$ cat src/rtl/apb_pkg.sv
// Shared types and constants for the two-requester APB master arbiter.
package apb_pkg;

  // Transfer sequencing states.
  typedef enum logic [1:0] {
    ST_IDLE   = 2'd0,
    ST_SETUP  = 2'd1,
    ST_ACCESS = 2'd2,
    ST_RESP   = 2'd3
  } apb_state_t;

  // Byte-strobe width of the APB write path.
  localparam int STB_WIDTH = 4;

  // Base address of the UART window on the shared interconnect.
  localparam logic [31:0] APB_UART_ADDR = 32'h0000_0400;

  // Turn a requester index into a one-hot requester vector.
  function automatic logic [1:0] grant_onehot(input logic idx);
    logic [1:0] vec;
    vec = idx ? 2'b10 : 2'b01;
    return vec;
  endfunction

endpackage

$ cat src/rtl/apb_rr_pick.sv
// Combinational two-way round-robin picker: a lone requester wins outright,
// a tie goes to the requester that was not granted last time.
module apb_rr_pick (
  input  logic [1:0] req,
  input  logic       last_grant,
  output logic       grant,
  output logic       valid
);

  // Decode the request pair into a winner index and a valid flag.
  always_comb begin
    grant = 1'b0;
    valid = 1'b0;
    case (req)
      2'b01: begin
        grant = 1'b0;
        valid = 1'b1;
      end
      2'b10: begin
        grant = 1'b1;
        valid = 1'b1;
      end
      2'b11: begin
        grant = ~last_grant;
        valid = 1'b1;
      end
      default: begin
        grant = 1'b0;
        valid = 1'b0;
      end
    endcase
  end

endmodule

$ cat src/rtl/apb_arbiter.sv
// Two-requester APB master: round-robin arbitration, SETUP/ACCESS sequencing,
// per-requester response registers and a hung-slave timeout.
module apb_arbiter
  import apb_pkg::*;
#(
  parameter int ADDR_WIDTH = 32,
  parameter int DATA_WIDTH = 32,
  parameter int TIMEOUT    = 255
) (
  input  logic                            pclk,
  input  logic                            presetn,
  input  logic [1:0]                      rq_req,
  input  logic [1:0][ADDR_WIDTH-1:0]      rq_addr,
  input  logic [1:0][DATA_WIDTH-1:0]      rq_wdata,
  input  logic [1:0]                      rq_write,
  input  logic [1:0][STB_WIDTH-1:0]       rq_stb,
  output logic [1:0]                      rq_ack,
  output logic [1:0][DATA_WIDTH-1:0]      rq_rdata,
  output logic [1:0]                      rq_err,
  output logic                            psel,
  output logic                            penable,
  output logic                            pwrite,
  output logic [ADDR_WIDTH-1:0]           paddr,
  output logic [DATA_WIDTH-1:0]           pdata,
  output logic [STB_WIDTH-1:0]            pstb,
  input  logic [DATA_WIDTH-1:0]           prdata,
  input  logic                            pready,
  input  logic                            perr
);

  // Wait counter is at least one bit wide so a disabled timeout still elaborates.
  localparam int              CNT_W      = (TIMEOUT > 0) ? $clog2(TIMEOUT + 1) : 1;
  localparam logic [CNT_W-1:0] CNT_LIMIT = CNT_W'(TIMEOUT);
  localparam logic [CNT_W-1:0] CNT_MAX   = {CNT_W{1'b1}};
  localparam logic [CNT_W-1:0] CNT_ONE   = CNT_W'(1);
  localparam bit              TIMEOUT_EN = (TIMEOUT != 0);

  apb_state_t       state_r;
  apb_state_t       state_nxt_s;
  logic             grant_r;
  logic             last_grant_r;
  logic [CNT_W-1:0] wait_cnt_r;
  logic             pick_grant_s;
  logic             pick_valid_s;
  logic             latch_s;
  logic             complete_s;
  logic             timeout_s;

  apb_rr_pick u_pick (
    .req        (rq_req),
    .last_grant (last_grant_r),
    .grant      (pick_grant_s),
    .valid      (pick_valid_s)
  );

  // Next-state decode plus one-cycle event strobes for the datapath.
  always_comb begin
    state_nxt_s = state_r;
    latch_s     = 1'b0;
    complete_s  = 1'b0;
    timeout_s   = 1'b0;
    case (state_r)
      ST_IDLE: begin
        if (pick_valid_s) begin
          state_nxt_s = ST_SETUP;
          latch_s     = 1'b1;
        end else begin
          state_nxt_s = ST_IDLE;
        end
      end
      ST_SETUP: begin
        state_nxt_s = ST_ACCESS;
      end
      ST_ACCESS: begin
        // A slave answer on the limit cycle still counts as a normal completion.
        if (pready) begin
          complete_s  = 1'b1;
          state_nxt_s = ST_RESP;
        end else if (TIMEOUT_EN && (wait_cnt_r == CNT_LIMIT)) begin
          timeout_s   = 1'b1;
          state_nxt_s = ST_RESP;
        end else begin
          state_nxt_s = ST_ACCESS;
        end
      end
      ST_RESP: begin
        state_nxt_s = ST_IDLE;
      end
      default: begin
        state_nxt_s = ST_IDLE;
      end
    endcase
  end

  // FSM state register.
  always_ff @(posedge pclk or negedge presetn) begin
    if (!presetn) begin
      state_r <= ST_IDLE;
    end else begin
      state_r <= state_nxt_s;
    end
  end

  // APB phase controls registered from the next state so they align with it.
  always_ff @(posedge pclk or negedge presetn) begin
    if (!presetn) begin
      psel    <= 1'b0;
      penable <= 1'b0;
    end else begin
      psel    <= (state_nxt_s == ST_SETUP) || (state_nxt_s == ST_ACCESS);
      penable <= (state_nxt_s == ST_ACCESS);
    end
  end

  // Capture the winner's transfer; bus fields hold their value between transfers.
  always_ff @(posedge pclk or negedge presetn) begin
    if (!presetn) begin
      paddr        <= {ADDR_WIDTH{1'b0}};
      pdata        <= {DATA_WIDTH{1'b0}};
      pwrite       <= 1'b0;
      pstb         <= {STB_WIDTH{1'b0}};
      grant_r      <= 1'b0;
      last_grant_r <= 1'b1;
    end else if (latch_s) begin
      paddr        <= rq_addr[pick_grant_s];
      pdata        <= rq_wdata[pick_grant_s];
      pwrite       <= rq_write[pick_grant_s];
      pstb         <= rq_stb[pick_grant_s];
      grant_r      <= pick_grant_s;
      last_grant_r <= pick_grant_s;
    end
  end

  // ACCESS-phase wait counter: cleared on entry, saturating while waiting.
  always_ff @(posedge pclk or negedge presetn) begin
    if (!presetn) begin
      wait_cnt_r <= {CNT_W{1'b0}};
    end else if (state_r == ST_SETUP) begin
      wait_cnt_r <= {CNT_W{1'b0}};
    end else if ((state_r == ST_ACCESS) && (wait_cnt_r != CNT_MAX)) begin
      wait_cnt_r <= wait_cnt_r + CNT_ONE;
    end
  end

  // Per-requester response registers and the one-cycle completion pulse.
  always_ff @(posedge pclk or negedge presetn) begin
    if (!presetn) begin
      rq_ack   <= 2'b00;
      rq_rdata <= '{default: {DATA_WIDTH{1'b0}}};
      rq_err   <= 2'b00;
    end else begin
      rq_ack <= (state_nxt_s == ST_RESP) ? grant_onehot(grant_r) : 2'b00;
      if (complete_s) begin
        rq_rdata[grant_r] <= prdata;
        rq_err[grant_r]   <= perr;
      end else if (timeout_s) begin
        rq_rdata[grant_r] <= {DATA_WIDTH{1'b0}};
        rq_err[grant_r]   <= 1'b1;
      end
    end
  end

endmodule
$ cat config.mk
export PLATFORM = sky130hd
export DESIGN_NAME = apb_arbiter
export DESIGN_NICKNAME = d
export VERILOG_FILES = /design/src/rtl/apb_pkg.sv /design/src/rtl/apb_rr_pick.sv /design/src/rtl/apb_arbiter.sv
export SDC_FILE = /design/constraint.sdc
export NUM_CORES = 1
export LEC_CHECK = 0
export BUFFER_PORTS_ARGS = -buffer_cell sky130_fd_sc_hd__buf_2
export CAP_MARGIN = 10
export CELL_PAD_IN_SITES_DETAIL_PLACEMENT = 1
export CELL_PAD_IN_SITES_GLOBAL_PLACEMENT = 1
export CORE_UTILIZATION = 31
export CTS_CLUSTER_DIAMETER = 150
export CTS_CLUSTER_SIZE = 25
export DETAILED_ROUTE_END_ITERATION = 10
export PLACE_DENSITY = 0.76
export SETUP_SLACK_MARGIN = 0.1
export SKIP_CTS_REPAIR_TIMING = 1
export SLEW_MARGIN = 0
export SYNTH_ARGS = -nofsm -noshare
export SYNTH_HDL_FRONTEND = slang
export SYNTH_HIERARCHICAL = 1
export SYNTH_SLANG_ARGS = --single-unit
$ cat constraint.sdc
create_clock -name pclk -period 1.5 [get_ports pclk]
set_input_delay 0 -clock pclk [delete_from_list [all_inputs] [get_ports pclk]]
set_output_delay 0 -clock pclk [all_outputs]
set_load 0.02 [all_outputs]
# Yosys cells after proc, flatten, opt, wreduce, memory -nomap -nowiden
# Index checks and enable logic that the tools add are counted.
[totals] ff_bits=151 inputBits=176 wordCells=75
[op_classes] addsub=1 order_cmp=3 n_eq_ne=11 muxes=35 n_bitwise=4 n_reduce_logical=7
[ops] cell="2-to-1 mux 32 bit" n=5
[ops] cell="2-to-1 mux 64 bit" n=2
[ops] cell="AND 64 bit" n=1
[ops] cell="bitwise mux 64 bit" n=1
[ops] cell="NOT 64 bit" n=1
[ops] cell="demux 32 bit (select 1 bit)" n=1
[ops] cell="2-to-1 mux 8 bit" n=2
[ops] cell="2-to-1 mux 1 bit" n=14
[ops] cell="equality test 2 bit, second input constant" n=6
[ops] cell="adder 8 x 1 -> 8 bit, second input constant" n=1
[ops] cell="equality test 8 bit, second input constant" n=1
[ops] cell="2-to-1 mux 2 bit" n=4
[ops] cell="2-to-1 mux 4 bit" n=2
[ops] cell="!= test 8 bit, second input constant" n=1
[ops] cell="case mux 2 bit (4 select lines)" n=1
[ops] cell="equality test 2 x 1 -> 1 bit, second input constant" n=3
[ops] cell="< comparator 1 x 2 -> 1 bit, second input constant" n=2
[ops] cell="nonzero test 2 bit" n=2
[ops] cell="OR reduction 3 bit" n=1
[ops] cell="bitwise mux 2 bit" n=1
[ops] cell="logical AND 1 bit" n=2
[ops] cell="zero test 2 bit" n=1
[ops] cell="bitwise OR 2 bit" n=1
[ops] cell="case mux 1 bit (2 select lines)" n=1
[ops] cell="other kinds (4)" n=4

# Logic depth before layout (Yosys ltp)
[logic_depth] word_depth=8 ltp_mapped=7 depth_no_buf=5

# Hierarchy
# The synthesis kept the hierarchy.
[by_module_without_submodules] module="apb_arbiter" n_inst=1 cells_per_inst=695 area_per_inst_um2=6945.4 seq_area_each_um2=3779.9
[by_module_without_submodules] module="apb_rr_pick" n_inst=1 cells_per_inst=2 area_per_inst_um2=13.8 seq_area_each_um2=0.0

# Worst setup path before layout
# Ideal clock, no wire load.
[synth_timing] kind="register to register" from="register wait_cnt_r[0]" to="register wait_cnt_r[0]" arrival_ns=1.578 required_ns=1.375 path_slack_ns=-0.203 stages_incl_launch_ff=6 n_path_buf=1 synth_period_minus_slack_ns=1.703 path_cell_list="dfrtp_1 -> ha_1 -> and4_1 -> buf_6 -> a21boi_0 -> mux2_2"
[synth_via] elab_chain_cells=3 elab_cells_between_ends=6
[synth_rtl] element="start, declared" line_no="apb_arbiter.sv:42" source="logic [CNT_W-1:0] wait_cnt_r;"
[synth_rtl] element="start signal, assigned" line_no="apb_arbiter.sv:137" source="wait_cnt_r <= {CNT_W{1'b0}};"
[synth_rtl] element="start signal, assigned" line_no="apb_arbiter.sv:139" source="wait_cnt_r <= {CNT_W{1'b0}};"
[synth_rtl] element="start signal, assigned" line_no="apb_arbiter.sv:141" source="wait_cnt_r <= wait_cnt_r + CNT_ONE;"
[synth_rtl] element="adder 8 x 1 -> 8 bit or != test 8 bit (tied branches)" line_no="apb_arbiter.sv:141, apb_arbiter.sv:140"
[synth_rtl] element="2-to-1 mux 8 bit or logical AND 1 bit (tied branches)" line_no="apb_arbiter.sv:140" source="end else if ((state_r == ST_ACCESS) && (wait_cnt_r != CNT_MAX)) begin"
[synth_rtl] element="2-to-1 mux 8 bit or nonzero test 2 bit (tied branches)"
# Parallel ways exist; a longest one is shown, timed or not. The select of a mux whose other input is x is not followed.
# A chain may end at the register's enable or synchronous reset.

# Worst setup path in the final report
[layout_timing] from="register last_grant_r" to="register pdata[8]"
[layout_via] elab_chain_cells=4
[layout_rtl] element="start, declared" line_no="apb_arbiter.sv:41" source="logic last_grant_r;"
[layout_rtl] element="start signal, assigned" line_no="apb_arbiter.sv:130" source="last_grant_r <= pick_grant_s;"
[layout_rtl] element="NOT 1 bit" line_no="apb_rr_pick.sv:24" source="grant = ~last_grant;"
[layout_rtl] element="case mux 1 bit (2 select lines)" line_no="apb_rr_pick.sv:14" source="case (req)"
[layout_rtl] element="net pick_grant_s" line_no="apb_arbiter.sv:43" source="logic pick_grant_s;"
[layout_rtl] element="2-to-1 mux 32 bit (implied by the code) (2 in a row)" line_no="apb_arbiter.sv:126" source="pdata <= rq_wdata[pick_grant_s];"
[layout_rtl] element="end signal, assigned" line_no="apb_arbiter.sv:119" source="pdata <= {DATA_WIDTH{1'b0}};"
[layout_rtl] element="end signal, assigned" line_no="apb_arbiter.sv:126"
[layout_rtl] element="end, declared" line_no="apb_arbiter.sv:24" source="output logic [DATA_WIDTH-1:0] pdata,"
# The timed path passes the listed nets, and every way through them passes these cells. The select of a mux whose other input is x is not followed.

==> metrics <==
post-synthesis xor/xnor area fraction 0%; Worst Skew 18.87 ps; CTS tree done; Tot GR Track Use 20.56%; layout cells sized above 1 43.26%; Critical Path RT 1770 ps; initial antenna violation count 7; grt total ovfl 0; Num CTS Buffers 17; pre-CTS setup slack -109.5 ps; Peak Freq 0.6016 GHz; fillcell total 2377; synthesized cell area 0.006959 mm²; largest family of logic cells by synthesized area compound AO/OA/AOI/OAI gates; peak supply drop 0.9315 mV; top_reg_cell synth dfrtp_1; simple-gate share of the synthesized area 7.569%; Finished Layout Cells 1518; clk sinks 151; Post-Route WL 35.82 mm; vias per inst 5.418; Final min period 1662 ps; total number of vias 8224; DR pass1 iterations 4; final setup fails 29; DRC viols 0; status finished, violations left; Syn Nets 878; clock tree buffer depth 2; dpl hpwl 16.73 mm; Skew-Pair Late Insertion Delay 440 ps; Hold Vio Cnt, Final 0; crit path DAT 1930 ps; Post-Synthesis Cells 697; max-slew violations 0; unrepaired setup endpoints after global routing true; Post-synth EDFFs 0; 1st-iter DRT viols 416; root buffer cell clkbuf_16; yosys warns 6; Startpoint Class flop; Hold Path Class input port to flop; GP Congestion 0.8228; part of the Yosys area used for sequential elements 54.31%; Crit Path Max Fanout 15; Port Buffers 314; kind of critical path flop to flop; largest net degree at the start of global routing 97; die area 0.02305 mm²; post-synthesis area per instance 9.984 µm²; vias in the first global route 7075; Die Ht 151.8 µm; Worst slew margin 64.91%; io pins 315; cell area power density 2058 mW/mm²; Pleak 6.119 nW; final worst slack -162.2 ps; Tcrit/Tclk final 110.8%; post-synthesis sequential element count 151; first-pass GRT wire length 37.71 mm; Die Wd 151.8 µm; Slew @ Worst Pin 526.3 ps; core area 0.02189 mm²; max cap viols 0; Post-DRT Antenna Nets 0; Placed Cells 1270; nets 1400; area share of fa/ha/maj cells after synthesis 0.8990%; clk slew on worst S/H paths 70 ps; ys async rst share 100.0%; Synth-to-Final Area Change 81.57%; failing checks setup timing; wire length per cell 23.59 µm; Compound-Gate Fraction of Synth Area 21.97%; row count 54; mux cell area share after synthesis 10.39%; Synth cell types 38; H-tree depth 4; crit path capture type flop; initial core utilization 31.79%
[synth_stat cells, drive strengths merged, types with 2 or more instances]
cell / number / area [µm²]
dfrtp: 150 / 3754
a21oi: 133 / 665.6
nand2: 81 / 304.0
o21ai: 74 / 370.4
mux2i: 70 / 700.7
a31oi: 65 / 406.6
clkbuf: 38 / 142.6
buf: 26 / 176.4
ha: 5 / 62.56
inv: 5 / 18.77
nor2: 5 / 18.77
a211oi: 4 / 30.03
nand2b: 4 / 25.02
nor2b: 4 / 25.02
nor3: 4 / 20.02
and2: 3 / 18.77
and4: 3 / 26.28
nand4: 3 / 18.77
a21boi: 2 / 15.02
mux2: 2 / 22.52
nand3: 2 / 10.01
nor4: 2 / 12.51
or2: 2 / 12.52
[worst max-delay path, stage by stage, from the launching register on]
cell,delay [ps]
dfstp_2,390
a21boi_4,270
buf_12,210
mux2i_1,410
o21ai_0,200
[power by group]
part / switching [mW] / total, mW / internal [mW]
clock: 1.95 / 4.83 / 2.88
combinational: 8.13 / 13.7 / 5.58
sequential: 1.50 / 7.46 / 5.96
[area by class of cell]
type / instances / area [µm²] / share of cell area, %
inverters: 5 / 18.77 / 0.1485
repair buffers: 566 / 4467 / 35.35
multi-input cells: 478 / 3358 / 26.58
flip-flops and latches: 151 / 3780 / 29.91
well taps: 280 / 350.3 / 2.773
diodes: 6 / 15.01 / 0.1188
clock inverters: 14 / 207.7 / 1.644
clock buffers: 18 / 439.2 / 3.476
[through the flow]
step	hold WS (ps)	TNS (ps)	instance area, µm²	total power, mW	utilization [%]
after detailed placement	-27.46	-329.7	9184	17.04	41.95
final	40.92	-1488	12640	26.00	57.72
after CTS	-496.8	-657.7	9831	21.93	44.91
after floorplan	-295.6	-2006	7064	12.93	-
after global placement	-19.38	-97.47	9184	16.64	41.95
after global routing	65.31	-3938	12640	27.09	57.72
[state kept, by name, indices dropped and copies added (netlist names), 2 cells and up]
name        flops
rq_ack          2
pdata          32
pstb            4
wait_cnt_r      8
paddr          32
rq_err          2
rq_rdata       64
state_r         2
[metal layers]
metal | up-vias | track usage, % | share of wire, %
met5 | - | 0 | 0
met4 | 0 | 6.000 | 3.3
met3 | 86 | 7.102 | 6.0
met2 | 383 | 35.48 | 51
met1 | 4170 | 24.01 | 40
li1 | 3585 | - | -
[kinds of logic (layout without fill, tap and decap cells)]
family / count (synthesis) / count (layout)
muxes: 72 / 72
adders and majority gates: 5 / 5
buffers and inverters: 69 / 603
and+or+nand+nor: 117 / 118
DFF: 151 / 151
other: 0 / 6
AOI/OAI and AO/OA: 283 / 283
[path summary, 6_finish.rpt]
| path | slack, ps | start | end | depth (start not counted) |
|---|---|---|---|---|
| setup / recovery | -160 | last_grant_r$_DFFE_PN1P_ | pdata[8]$_DFFE_PN0P_ | 4 |
| hold / removal | 40 | perr | rq_err[0]$_DFFE_PN0P_ | 4 |
| setup reg to reg | -160 | last_grant_r$_DFFE_PN1P_ | pdata[8]$_DFFE_PN0P_ | 4 |
| hold reg to reg | 480 | paddr[17]$_DFFE_PN0P_ | paddr[17]$_DFFE_PN0P_ | 2 |
| max in group asynchronous | 780 | presetn | last_grant_r$_DFFE_PN1P_ | 3 |
| min in group asynchronous | 80 | presetn | rq_rdata[38]$_DFFE_PN0P_ | 2 |
[placed cells by master, fill, tap and decap left out, drive strengths merged, types with 3 or more instances in the layout]
cell	n
buf	380
dlygate4sd3	171
dfrtp	150
a21oi	133
nand2	82
o21ai	74
mux2i	70
a31oi	65
clkbuf	33
inv	12
diode	6
nor2	5
ha	5
a211oi	4
bufinv	4
nor2b	4
nand2b	4
nor3	4
nand4	3
and4	3
and2	3
Power figures use the tool's default switching activity.
